==> src/rtl/chunk_adder.sv <==
// chunk_adder: multi-cycle ripple adder, CHUNK bits per clock, start/busy/done handshake.
// Optional subtract port enabled by CHUNK_ADDER_SUB_EN.
module chunk_adder #(
    parameter int WIDTH = 16,
    parameter int CHUNK = 4
) (
    input  logic             clk,
    input  logic             rst,
    input  logic             start,
    input  logic [WIDTH-1:0] a,
    input  logic [WIDTH-1:0] b,
    input  logic             cin,
`ifdef CHUNK_ADDER_SUB_EN
    input  logic             sub,
`endif
    output logic             busy,
    output logic             done,
    output logic [WIDTH-1:0] sum,
    output logic             cout,
    output logic             ovf
);
    localparam int N  = WIDTH / CHUNK;
    localparam int IW = N > 1 ? $clog2(N) : 1;

    typedef enum logic [1:0] {IDLE, RUN, DONE} state_t;

    state_t           state, state_n;
    logic [WIDTH-1:0] op_a, op_b, b_in;
    logic [IW-1:0]    idx;
    logic [CHUNK-1:0] a_c, b_c, s;
    logic             carry, c, c_in, last, accept;

`ifdef CHUNK_ADDER_SUB_EN
    assign b_in = sub ? ~b : b;
    assign c_in = sub | cin;
`else
    assign b_in = b;
    assign c_in = cin;
`endif

    assign a_c    = op_a[idx*CHUNK +: CHUNK];
    assign b_c    = op_b[idx*CHUNK +: CHUNK];
    assign {c, s} = {1'b0, a_c} + {1'b0, b_c} + (CHUNK+1)'(carry);
    assign last   = idx == IW'(N - 1);
    assign busy   = state == RUN;
    assign done   = state == DONE;
    assign accept = start && state != RUN;

    always_comb begin
        state_n = state;
        state_n = (state == RUN) ? (last ? DONE : RUN) : (start ? RUN : IDLE);
    end

    always_ff @(posedge clk) begin
        if (rst) begin
            state <= IDLE;
            op_a  <= '0;
            op_b  <= '0;
            carry <= 1'b0;
            idx   <= '0;
            sum   <= '0;
            cout  <= 1'b0;
            ovf   <= 1'b0;
        end else begin
            state <= state_n;
            if (accept) begin
                op_a  <= a;
                op_b  <= b_in;
                carry <= c_in;
                idx   <= '0;
                sum   <= '0;
                cout  <= 1'b0;
                ovf   <= 1'b0;
            end else if (busy) begin
                sum[idx*CHUNK +: CHUNK] <= s;
                carry <= c;
                if (last) begin
                    // carry into the MSB is recovered from the MSB sum bit
                    cout <= c;
                    ovf  <= a_c[CHUNK-1] ^ b_c[CHUNK-1] ^ s[CHUNK-1] ^ c;
                end else begin
                    idx <= idx + 1'b1;
                end
            end
        end
    end
endmodule

==> config.mk <==
export PLATFORM = sky130hd
export DESIGN_NAME = chunk_adder
export DESIGN_NICKNAME = d
export VERILOG_FILES = /design/src/rtl/chunk_adder.sv
export SDC_FILE = /design/constraint.sdc
export NUM_CORES = 1
export LEC_CHECK = 0
export ABC_AREA = 1
export ABC_CLOCK_PERIOD_IN_PS = 3000
export BUFFER_PORTS_ARGS = -buffer_cell sky130_fd_sc_hd__buf_2
export CAP_MARGIN = 20
export CORE_AREA = 2 2 78 80
export DETAILED_ROUTE_END_ITERATION = 10
export DIE_AREA = 0 0 80 82
export PLACE_DENSITY = 0.66
export SYNTH_ARGS = -nofsm -noshare
export SYNTH_HDL_FRONTEND = slang
export SYNTH_SLANG_ARGS = --single-unit
==> constraint.sdc <==
create_clock -name clk -period 3 [get_ports clk]
set_input_delay 0.6 -clock clk [delete_from_list [all_inputs] [get_ports clk]]
set_output_delay 0.6 -clock clk [all_outputs]
set_load 0.05 [all_outputs]
Word-level counts from Yosys, hierarchy flattened
Index checks and enable logic that the tools add are counted.
{"block": "totals", "input_bits": 36, "reg_bits": 55}
{"block": "classes", "n_reduce_logical": 5, "n_shift": 4, "eq_ne": 4, "muxes": 6, "bitwise": 4, "add_sub_neg": 4}
{"operator": "$neg A4 Y34", "n": 1}
{"operator": "$shift A4 B34 Y16 const A", "n": 1}
{"operator": "$shiftx A4 B34 Y16", "n": 1}
{"operator": "$shiftx A16 B5 Y4", "n": 2}
{"operator": "$bwmux W16", "n": 1}
{"operator": "$add A4 B4 Y5", "n": 1}
{"operator": "$add A5 B1 Y5", "n": 1}
{"operator": "$eq A2 B2 Y1 const B", "n": 2}
{"operator": "$mux W2", "n": 2}
{"operator": "$reduce_and A2 Y1", "n": 2}
{"operator": "$mux W1", "n": 3}
{"operator": "$xor A1 B1 Y1", "n": 3}
{"operator": "$add A2 B1 Y2 const B", "n": 1}
{"operator": "$eq A2 B1 Y1 const B", "n": 1}
{"operator": "$ne A2 B1 Y1 const B", "n": 1}
{"operator": "$reduce_bool A2 Y1", "n": 1}
{"operator": "$reduce_or A2 Y1", "n": 1}
{"operator": "$logic_and A1 B1 Y1", "n": 1}
{"operator": "$not A1 Y1", "n": 1}

Longest topological paths before layout
{"block": "depth", "depth_word": 5, "depth_mapped": 11, "depth_no_buf": 10}

Worst setup path after synthesis
OpenSTA, ideal clock, no wires.
{"block": "synth_path", "path_type": "reg-to-reg", "from": "register idx[1]", "to": "register sum[14]", "slack_ns": 0.616, "n_path_buf": 0, "synth_period_minus_slack_ns": 2.384, "arrival_ns": 2.318, "path_stages_with_launch": 11, "cell_sequence": "dfxtp_1 clkinv_1 o21ai_0 o22ai_1 fa_1 fa_1 xor2_1 nand2_1 nor2_1 a22oi_1 nor2_1"}
{"block": "synth_via", "elab_chain_cells": 5, "word_cells_on_any_way": 8}
{"element": "start: declaration", "line": "29", "source": "logic [IW-1:0] idx;"}
{"element": "start signal: assignment", "line": "82", "source": "idx <= idx + 1'b1;"}
{"element": "$shiftx A16 B5 Y4, on equally long branches", "line": "41, 42"}
{"element": "$add A4 B4 Y5", "line": "43", "source": "assign {c, s} = {1'b0, a_c} + {1'b0, b_c} + (CHUNK+1)'(carry);"}
{"element": "$add A5 B1 Y5", "line": "43"}
{"element": "$shiftx A4 B34 Y16", "line": "75", "source": "sum[idx*CHUNK +: CHUNK] <= s;"}
{"element": "$bwmux W16 *", "line": "75"}
{"element": "end signal: indexed assignment", "line": "75"}
{"element": "end: declaration", "line": "18", "source": "output logic [WIDTH-1:0] sum,"}
Every way passes the cells marked *; elsewhere a longest branch is shown, timed or not.
A chain may end at the register's enable or synchronous reset.

Worst setup path after layout
{"block": "layout_path", "from": "register idx[0]", "to": "register sum[14]"}
The elaborated chain is that of the path after synthesis.

==> impl_metrics.yaml <==
clock_network:
  cts_tree: "done"
  cts_buffers: 5
  clk_pin_slew_worst_paths_ps: 90
  postCtsSetupRepairBufs: 0
  cts_max_path_buffers: 2
  cts.hold.buffers_added: 0
  htreeDepth: 2
  cts_resized: 0
  clock_sinks: 55
  clockRootBuffer: "clkbuf_8"
  clock_latency_ps: 300
sta:
  fin_skew_ps: 4.159
  relSlewSlack_pct: 65.71
  setup_viol: 0
  final.min_clock_period_ps: 2660
  tightest_slew_ps: 513.6
  final-hold-violation-count: 0
  grt_setup_unrepaired: "false"
  max_freq_mhz: 375.9
  period_share_pct: 88.67
  slew_viol_final: 0
  timing.hold.ws_ps: 465.9
  fin_tns_setup_ps: 0
placement:
  post-dp-hpwl_mm: 4.006
  port_buffers: 55
  place_area_um2: 2814
  place.gp.congestion: 0.8522
setup_path:
  worstSetupPathType: "flop to flop"
  r2r_start: "idx[0]"
  required_ps: 3250
  cp_max_fo: 14
  cp-startpoint: "idx[0]"
  endpoint_kind: "flop"
  critPathArrivalTime_ps: 2910
  r2r_cells: 10
  start_kind: "flop"
global_routing:
  antenna_found_initial: 0
  grt_max_degree: 36
  grt_pass1_vias: 2066
  globalRouteTotalUtil_pct: 17.78
  overflow: 0
  grt_pass1_wl_mm: 9.183
pwr:
  p_int_mw: 1.047
  power_density_nw_per_um2: 515.8
  switching_share_pct: 29.90
  p_leak_nw: 1.295
  p_seq_share_pct: 53.6
  power_mw: 1.494
  clkPwrFrac_pct: 26.3
  ir_drop_mv: 0.2483
  p_comb_share_pct: 20.1
  switchingPower_uw: 446.6
min_path:
  hold_path_depth: 2
  holdCritPathClass: "flop to flop"
  holdCritStartpoint: "sum[12]"
yosys:
  synth.most_common_cell: "nor2_1"
  yosys-top-cells-count: "nor2_1, dfxtp_1, o21ai_0"
  synth_edf_count: 0
  netlist-cell-type-count: 27
  ys_async_sr_fraction_pct: 0
  synth.top_cell.area_share_pct: 44.62
  synth_nets: 372
  ys_seq_area_share_pct: 44.62
  synth-main-ff-cell: "dfxtp_1"
  synth_cells: 325
  synth_area_leaders: "dfxtp_1, nor2_1, o21ai_0"
  synth_top_area_cell: "dfxtp_1"
  yosysWarnings: 0
  ys_seq_elements: 55
  synth_area_um2: 2467
  syn_avg_cell_area_um2: 7.592
drt:
  via_count: 2195
  ant_nets: 0
  drc_errors: 0
  viasPerCell: 4.845
  routed_wl_mm: 5.303
  routedWlPerCell_um: 11.71
  drt_first_pass_iters: 4
  drt_first_iter_violations: 92
cells_and_area:
  final_cell_area_um2: 2895
  area_growth_syn_to_layout_pct: 17.34
  final.fill_count: 625
  final_nets: 424
  drive_above_1_share_pct: 20.90
  antennaDiodeCount: 0
die:
  fp.dieW_um: 80
  floorplan.initialDensity_pct: 42.94
  rows: 28
  ioPinCount: 56
  die_h_um: 82
  core_region_area_um2: 5746
  die-area_um2: 6560
flow_run:
  maxCapViolations: 0
outcome:
  outcome: "finished, final reports clean"
==> routing by layer <==
metal	global-route usage (%)	wire length [µm]	vias up	share of wire, %
met5	0	0	-	0
met4	6.102	79	0	1.5
met3	3.846	199	8	3.8
met1	21.81	2506	970	47
li1	-	-	1178	-
met2	30.92	2517	39	47
==> layout make-up <==
class                   count  area (µm²)  area share (%)
multi-input cells         242        1244           42.96
repair buffers             59       317.8           10.98
flip-flops and latches     55        1101           38.03
well taps                  75       93.84           3.241
clock inverters             1       5.005          0.1729
inverters                  14       57.56           1.988
clock buffers               7       76.32           2.636
==> power groups by stage <==
| stage | registers (mW) | clock network, mW | logic [mW] |
|---|---|---|---|
| final | 0.801 | 0.393 | 0.300 |
| after global routing | 0.807 | 0.440 | 0.344 |
| after CTS | 0.802 | 0.406 | 0.304 |
| after detailed placement | 0.819 | 0 | 0.303 |
| after global placement | 0.818 | 0 | 0.297 |
| after floorplan | 0.819 | 0 | 0.215 |
==> cell usage in the layout, fill, tap and decap left out, drive strengths merged, types with 4 or more instances in the layout <==
| master | Yosys | final |
|---|---|---|
| nor2 | 99 | 99 |
| buf | 8 | 59 |
| dfxtp | 55 | 55 |
| o21ai | 52 | 52 |
| nand2 | 35 | 35 |
| a21oi | 17 | 17 |
| inv | 11 | 11 |
| nand3 | 9 | 9 |
| ha | 9 | 9 |
| o22ai | 8 | 8 |
| clkbuf | 6 | 7 |
| a22oi | 4 | 4 |
| clkinv | 3 | 4 |
==> state kept, by name (all words and copies together) (netlist names) <==
name,count
idx,2
sum,16
op_b,16
carry,1
op_a,16
ovf,1
cout,1
state,2
==> final timing paths <==
path,to,slack [ps]
hold / removal,sum[12],470
setup / recovery,sum[14],340
setup reg to reg,sum[14],340
hold reg to reg,sum[12],470
==> critical path, stage by stage (launching register included) <==
cell and delay (ps):
dfxtp_1 510, inv_1 260, o21ai_0 220, o22ai_1 120, fa_1 460, fa_1 420, xor2_1 250, nand2_1 80
nor2_1 120, a22oi_1 80, nor2_1 80
==> metrics by stage <==
stage / worst slack, ps / util (%) / cells
2_1_floorplan: 616.4 / - / 325
3_3_place_gp: 445.2 / 48.98 / 445
3_5_place_dp: 361.9 / 48.98 / 445
4_1_cts: 340.9 / 50.39 / 453
5_1_grt: 58.92 / 50.39 / 453
6_report: 340.0 / 50.39 / 453
==> logic make-up after synthesis <==
kind of cell | after synthesis | synth area share, %
AND/OR/NAND/NOR | 146 | 25.61
AO/OA/AOI/OAI | 83 | 17.85
flip-flops | 55 | 44.62
buffers and inverters | 28 | 4.970
adder cells (fa/ha/maj) | 11 | 6.187
XOR/XNOR | 1 | 0.3550
multiplexers | 1 | 0.4057
(Power assumes the default switching activity.)
